[config.mk]
export PLATFORM = sky130hd
export DESIGN_NAME = fp_add_sequencer
export DESIGN_NICKNAME = d
export VERILOG_FILES = /design/src/rtl/fp_ctrl_pkg.sv /design/src/rtl/fp_add_sequencer.sv
export SDC_FILE = /design/constraint.sdc
export NUM_CORES = 1
export LEC_CHECK = 0
export CORE_MARGIN = 2
export CORE_UTILIZATION = 35
export DETAILED_ROUTE_END_ITERATION = 8
export PLACE_DENSITY = 0.94
export SLEW_MARGIN = 30
export SYNTH_ARGS = -nofsm -noshare
export SYNTH_HDL_FRONTEND = slang
export SYNTH_SLANG_ARGS = --single-unit
[constraint.sdc]
create_clock -name Clock -period 4.2 [get_ports Clock]
set_input_delay 0.84 -clock Clock [delete_from_list [all_inputs] [get_ports Clock]]
set_output_delay 0.84 -clock Clock [all_outputs]
set_load 0.005 [all_outputs]
[src/rtl/fp_ctrl_pkg.sv]
// rtl/fp_ctrl_pkg.sv - shared types and helpers for the floating-point adder control path
//
// Purpose: state encoding of the adder sequencer and the alignment shift clamp.
// Contents:
//   SeqState     sequencer state enumeration
//   clamp_shift  saturate a shift request at a limit instead of wrapping

package fp_ctrl_pkg;

  typedef enum logic [3:0] {
    IDLE,
    ALIGN_EQ,
    ALIGN_GT,
    ALIGN_LT,
    SR,
    SL,
    NOSHIFT,
    ROUND,
    SPECIAL,
    RESULT
  } SeqState;

  // Exponent differences wider than the mantissa+carry window would otherwise
  // wrap when narrowed to the shifter width, so saturate first.
  function automatic logic [31:0] clamp_shift(input logic [31:0] diff,
                                              input logic [31:0] limit);
    return (diff > limit) ? limit : diff;
  endfunction

endpackage

[src/rtl/fp_add_sequencer.sv]
// rtl/fp_add_sequencer.sv - control sequencer for the multi-cycle floating-point adder
//
// Purpose: accepts an operand pair, steers alignment, normalisation (right, left
// or none), one optional rounding renormalise and the special/overflow bypass,
// then holds the result until the consumer takes it.
// Ports:
//   Clock, Reset                      clock, synchronous active-high reset
//   InValid/InReady                   operand handshake (ready only in IDLE)
//   Special, ExpSet, ExpDiff          classifier / exponent-difference inputs
//   FFOValid, FFOIndex                leading-one detector of the sum
//   RoundCarry, ExpMax                rounding carry, exponent about to overflow
//   SelExpMux, SelSRMuxL, SelSRMuxG,
//   ShiftRightEnable, ShiftRightAmount   alignment steering
//   SREn, SLEn, NoShift, IncrEn,
//   DecrEn, ShiftAmount               normalise steering
//   SelExpMuxR, SelManMuxR            select rounded exponent/mantissa
//   SelSpecial                        load special/overflow value
//   OutValid/OutReady                 result handshake
//   Overflow                          registered overflow-to-infinity flag

module fp_add_sequencer
  import fp_ctrl_pkg::*;
#(
  parameter int EXPBITS      = 8,
  parameter int MANTISSABITS = 23
) (
  input  logic                                  Clock,
  input  logic                                  Reset,
  input  logic                                  InValid,
  output logic                                  InReady,
  input  logic                                  Special,
  input  logic                                  ExpSet,
  input  logic [EXPBITS-1:0]                    ExpDiff,
  input  logic                                  FFOValid,
  input  logic [$clog2(MANTISSABITS+2)-1:0]     FFOIndex,
  input  logic                                  RoundCarry,
  input  logic                                  ExpMax,
  output logic                                  SelExpMux,
  output logic                                  SelSRMuxL,
  output logic                                  SelSRMuxG,
  output logic                                  ShiftRightEnable,
  output logic [$clog2(MANTISSABITS+2)-1:0]     ShiftRightAmount,
  output logic                                  SREn,
  output logic                                  SLEn,
  output logic                                  NoShift,
  output logic                                  IncrEn,
  output logic                                  DecrEn,
  output logic [$clog2(MANTISSABITS+2)-1:0]     ShiftAmount,
  output logic                                  SelExpMuxR,
  output logic                                  SelManMuxR,
  output logic                                  SelSpecial,
  output logic                                  OutValid,
  input  logic                                  OutReady,
  output logic                                  Overflow
);

  localparam int IDXBITS = $clog2(MANTISSABITS + 2);
  localparam logic [IDXBITS-1:0] CARRY = IDXBITS'(MANTISSABITS + 1);
  localparam logic [IDXBITS-1:0] ONE   = IDXBITS'(MANTISSABITS);

  SeqState state_q, state_d;
  SeqState align_exit;
  logic    overflow_q, overflow_d;
  logic [IDXBITS-1:0] sr_amount;

  assign sr_amount = IDXBITS'(clamp_shift(32'(ExpDiff), 32'(MANTISSABITS + 1)));
  assign Overflow  = overflow_q;

  // Leaving alignment: no leading one means a zero sum, which needs no shift.
  // An index above the carry position cannot occur; treat it as no shift.
  always_comb begin
    align_exit = NOSHIFT;
    if (FFOValid) begin
      if (FFOIndex == CARRY) begin
        align_exit = SR;
      end else if (FFOIndex < ONE) begin
        align_exit = SL;
      end
    end
  end

  always_comb begin
    state_d          = state_q;
    overflow_d       = overflow_q;
    InReady          = 1'b0;
    OutValid         = 1'b0;
    SelExpMux        = 1'b0;
    SelSRMuxL        = 1'b0;
    SelSRMuxG        = 1'b0;
    ShiftRightEnable = 1'b0;
    ShiftRightAmount = '0;
    SREn             = 1'b0;
    SLEn             = 1'b0;
    NoShift          = 1'b0;
    IncrEn           = 1'b0;
    DecrEn           = 1'b0;
    ShiftAmount      = '0;
    SelExpMuxR       = 1'b0;
    SelManMuxR       = 1'b0;
    SelSpecial       = 1'b0;
    // Under reset every output is forced low so no partial result leaks out.
    if (!Reset) begin
      case (state_q)
        IDLE: begin
          InReady = 1'b1;
          if (InValid) begin
            overflow_d = 1'b0;
            if (Special) begin
              state_d = SPECIAL;
            end else if (ExpDiff == '0) begin
              state_d = ALIGN_EQ;
            end else if (ExpSet) begin
              state_d = ALIGN_GT;
            end else begin
              state_d = ALIGN_LT;
            end
          end
        end
        ALIGN_EQ: begin
          SelExpMux        = 1'b1;
          SelSRMuxG        = 1'b1;
          ShiftRightAmount = sr_amount;
          state_d          = align_exit;
        end
        ALIGN_GT: begin
          SelExpMux        = 1'b1;
          SelSRMuxG        = 1'b1;
          ShiftRightEnable = 1'b1;
          ShiftRightAmount = sr_amount;
          state_d          = align_exit;
        end
        ALIGN_LT: begin
          SelSRMuxL        = 1'b1;
          ShiftRightEnable = 1'b1;
          ShiftRightAmount = sr_amount;
          state_d          = align_exit;
        end
        SR: begin
          SREn   = 1'b1;
          IncrEn = 1'b1;
          // A carry-out normalise on a saturated exponent goes straight to infinity.
          if (ExpMax) begin
            state_d    = SPECIAL;
            overflow_d = 1'b1;
          end else begin
            state_d = RoundCarry ? ROUND : RESULT;
          end
        end
        SL: begin
          SLEn        = 1'b1;
          DecrEn      = 1'b1;
          ShiftAmount = ONE - FFOIndex;
          state_d     = RoundCarry ? ROUND : RESULT;
        end
        NOSHIFT: begin
          NoShift = 1'b1;
          state_d = RoundCarry ? ROUND : RESULT;
        end
        ROUND: begin
          // Single renormalise after rounding; never loops back.
          SelExpMuxR = 1'b1;
          SelManMuxR = 1'b1;
          SREn       = 1'b1;
          IncrEn     = 1'b1;
          if (ExpMax) begin
            state_d    = SPECIAL;
            overflow_d = 1'b1;
          end else begin
            state_d = RESULT;
          end
        end
        SPECIAL: begin
          SelSpecial = 1'b1;
          state_d    = RESULT;
        end
        RESULT: begin
          OutValid = 1'b1;
          if (OutReady) begin
            state_d = IDLE;
          end
        end
        default: begin
          state_d = IDLE;
        end
      endcase
    end
  end

  always_ff @(posedge Clock) begin
    if (Reset) begin
      state_q    <= IDLE;
      overflow_q <= 1'b0;
    end else begin
      state_q    <= state_d;
      overflow_q <= overflow_d;
    end
  end

endmodule

==> reports/summary.md <==
Yosys printed 0 warnings. The highest clock rate was 283.1 MHz. Setup repair after global routing left no endpoint under its margin. The most used flip-flop cell after synthesis is dfxtp_1.

The number of setup violations in the final report was 0; the worst hold margin was 549.5 ps. The proportion of synthesized flip-flops having asynchronous set or reset is 0. The transition time at the pin with the least slew margin is 375.6 ps. The switching share of power works out to 0.4230. For the proportion of power drawn by the clock network, the log shows 0.122. The classification of the worst-slack hold path is register to register.

The flow ran to the end, and the final reports show no timing, DRC or antenna violations. The run gives 2.810 ps as the worst clock skew. Measured along the x axis, the die boundary spans 45.56 µm.

The fraction of post-synthesis cell area in the top cell type by area came out at 0.1656. The tools report the relative max-transition margin as 0.7461. Part of the cycle the worst path needs: 0.8412. The tools report the critical register-to-register path endpoint as state_q[1]$_SDFFE_PP0P_. For flop-to-flop paths, the worst setup slack is 2640 ps. Pin placement for this block handled 47 I/O pins. Data arrives at the worst endpoint at 2690 ps. At the end of routability-driven placement, the weighted congestion stood at 0.7395. STA puts the critical path data required time at 3360 ps. The netlist area before placement was 604.3 µm². Summing over every cut layer, the via total after detailed routing is 811. The post-CTS repair timing setup buffer count is 0.

In this run the worst setup path begins at ExpDiff[1]. Along the worst path, the maximum fanout reaches 3. The path length in cells of the critical path is 5, and the global-route usage over all layers is 0.1738.

The logs give 31 for the count of cell types in the netlist and 0 for the max-slew violation count. The logs give 1.534 mm for the half-perimeter wire length of the detailed placement result and 0 for the number of gates resized after CTS. The die extent in y was 45.56 µm; the layout-stage area growth over the synthesis result was 77.23%. The initialized floorplan defines 15 standard-cell rows. The worst-case reg-to-reg path depth was 4; the minimum clock period was 3533 ps. When the netlist entered floorplanning its net count stood at 115. Standard cell core area: 1670 µm².

The port buffer count is 46. Power spread over the standard cell area amounts to 421.0 nW/µm². The average via count per standard cell works out to 5.407. The worst setup path is launched from an input port. For the final routed database, the setup TNS stands at 0 ps.

The nature of the critical path endpoint is an output port. Proportion of layout cells with a drive suffix above 1: 0.06015. The biggest area contributor in the post-synthesis netlist is dfxtp_1. The cell repeated most along the worst path was clkdlybuf4s50_1. The logs give 0.1656 for the register area share after synthesis and 0 for the number of remaining DRC errors. The power share of the sequential group is 0.239, and the number of antenna violations at the first check in global routing is 0. Traced cell by cell, the critical path runs through clkdlybuf4s50_1 -> or3_1 -> a311oi_1 -> and2_1 -> clkdlybuf4s50_1. Number of global-route vias before repair: 703.

The slowest stage of the critical path is the clkdlybuf4s50_1 cell. Summed over all cells, the static leakage comes to 0.0004188 µW. Ranked by total cell area, the synthesized netlist is headed by dfxtp_1, nor2_1, nor3_1.

The count of nets left with antenna violations after detail routing came out at 0. Counting instances in the post-synthesis netlist gives the leading cell types as nor2_1, nor3_1, a21oi_1, inv_1, nand2_1. Cell internal power was estimated by the tool at 260.2 µW. After detailed placement, the design holds a cell count of 146. The type of the setup path with the least slack is input port to output port. For this run the aggregate overflow at the end of global routing stands at 0. After the last flow step, the layout net total stands at 158. The H-tree depth reported by CTS is 1. The tools report the clock root buffer master as clkbuf_4.

The maximum number of pins on one net before global-route repair is 13, and the switching component of the power is 190.7 µW. The run gives 150 as the number of cells in the finished layout apart from fillers. Among cell families on the critical path, the largest total delay comes from buffers and inverters.

For this block, the routed nets add up to 1.775 mm of wire. The number of enable flip-flop cells after synthesis came out at 0. The synthesized instance count is 91, and the number of flip-flops and latches in the synthesized netlist is 5. The clock input transition at the sequential cells of the worst setup and hold paths came out at 40 ps.

Buffers inserted to repair hold after CTS numbered 0. The count of final hold-check violations is 0, and the worst IR drop on VDD is 0.0001974 V. The clock insertion delay at the later pin of the skew report is 240 ps. In this run, CTS created clock tree buffers numbering 3.

In this run the worst setup path terminates at ShiftRightAmount[1]. The number of buffers and inverters on the critical path is 2. The clock passes through at most 2 buffers. For this run, the detailed router's first-pass iteration total came to 4.

The clock drives 5 sinks. After the first detailed-routing iteration, the DRC count stood at 15. The repair_antennas step left the layout with diodes totalling 0. The delay of the slowest cell on the worst path works out to 510 ps.

The initial core utilization is 0.3618. The most frequently used cell type in the post-synthesis netlist was nor2_1. A synthesized cell averages 6.641 µm².

The logs give 2075 µm² for the overall die area and 0.639 for the part of the power in combinational logic. TritonCTS built the clock tree. Across the run, the number of max-cap violations was 0.

The first global-routing pass estimated 2.739 mm of wire. The startpoint identified for the worst register-to-register timing path is state_q[3]$_SDFFE_PP0P_. After detailed routing, the average wire length per cell comes to 11.83 µm.
[routing by layer]
layer | GRT usage | vias up | part of all wire
met5 | 0 | - | 0
met3 | 0.06349 | 0 | 0.095
met1 | 0.1862 | 373 | 0.38
li1 | - | 404 | -
met2 | 0.3268 | 34 | 0.52
met4 | 0.02353 | 0 | 0
[placed cells by master, fill, tap and decap left out]
| cell type | netlist | layout |
|---|---|---|
| dfxtp_1 | 5 | 5 |
| a221oi_1 | 1 | 1 |
| and3b_1 | 1 | 1 |
| clkdlybuf4s50_1 | 0 | 46 |
| a311o_1 | 1 | 1 |
| or3_1 | 3 | 3 |
| nor2b_1 | 2 | 2 |
| a211o_1 | 4 | 4 |
| nand3_1 | 1 | 1 |
| a41oi_1 | 1 | 1 |
| nand2b_1 | 4 | 4 |
| or4_4 | 1 | 1 |
| or4_1 | 1 | 1 |
| inv_1 | 6 | 6 |
| a311oi_1 | 1 | 1 |
| a211oi_1 | 1 | 1 |
| nor4b_1 | 1 | 1 |
| and2_1 | 4 | 4 |
| ha_1 | 2 | 2 |
| nor2_1 | 12 | 12 |
| buf_4 | 4 | 1 |
| a31oi_1 | 2 | 2 |
| a22o_1 | 1 | 1 |
| o21ai_0 | 1 | 1 |
| clkbuf_1 | 5 | 1 |
| or2_2 | 2 | 2 |
| nand4_1 | 2 | 2 |
| clkbuf_4 | 0 | 3 |
| or3_4 | 1 | 1 |
| nor3_1 | 8 | 8 |
| nand2_1 | 6 | 6 |
| a21oi_1 | 6 | 6 |
| and3_1 | 1 | 1 |
[cells by family (layout without fill, tap and decap cells)]
group                    after synthesis  in the layout  share of synthesized area
buffers and inverters                 15             57                     0.1180
flip-flops                             5              5                     0.1656
adder cells (fa/ha/maj)                2              2                    0.04140
AND/OR/NAND/NOR                       50             50                     0.4513
AO/OA/AOI/OAI                         19             19                     0.2236
[power by group through the flow]
stage | sequential [µW] | combinational (µW) | clock, µW
after CTS | 106 | 292 | 58.5
after floorplan | 71.7 | 214 | 0
after detailed placement | 108 | 290 | 0
after global placement | 107 | 284 | 0
after global routing | 113 | 322 | 62.0
final | 108 | 288 | 55.2
[worst min path at each step]
stage | endpoint | depth (start not counted) | slack (ps) | startpoint
after CTS | Overflow$_SDFFE_PP0P_ | 2 | 560 | Overflow$_SDFFE_PP0P_
after global routing | Overflow$_SDFFE_PP0P_ | 2 | 580 | Overflow$_SDFFE_PP0P_
after detailed placement | Overflow$_SDFFE_PP0P_ | 2 | 550 | Overflow$_SDFFE_PP0P_
final | Overflow$_SDFFE_PP0P_ | 2 | 550 | Overflow$_SDFFE_PP0P_
after global placement | Overflow$_SDFFE_PP0P_ | 2 | 540 | Overflow$_SDFFE_PP0P_
after floorplan | Overflow$_SDFFE_PP0P_ | 2 | 550 | Overflow$_SDFFE_PP0P_
[tightest hold or removal path, delay by kind of cell (launching register included)]
family / cells / cell delay (ps)
AO/OA/AOI/OAI: 1 / 40
flip-flops: 1 / 320
AND/OR/NAND/NOR: 1 / 140
[metrics by stage]
stage                       util  setup slack (ps)  power, µW  cell area (µm²)
final                     0.6412             667.1      450.9             1071
after global routing      0.6412             573.9      496.4             1071
after CTS                 0.6412             656.7      456.4             1071
after detailed placement  0.6255             655.3      397.8             1045
after global placement    0.6255             735.9      391.0             1045
after floorplan                -              1663      285.3            604.3
[flip-flops by register name, indices dropped and copies added, names as in the netlist]
| register | count |
|---|---|
| Overflow | 1 |
| state_q | 4 |
[final cells by class]
type	count	area, µm²
inverter	6	22.52
tap	17	21.27
multi-input combinational	71	432.9
timing repair buffer	47	467.9
sequential	5	100.1
fill	155	599.3
clock buffer	4	26.28
Note: power is estimated with default switching activity, not from simulation.
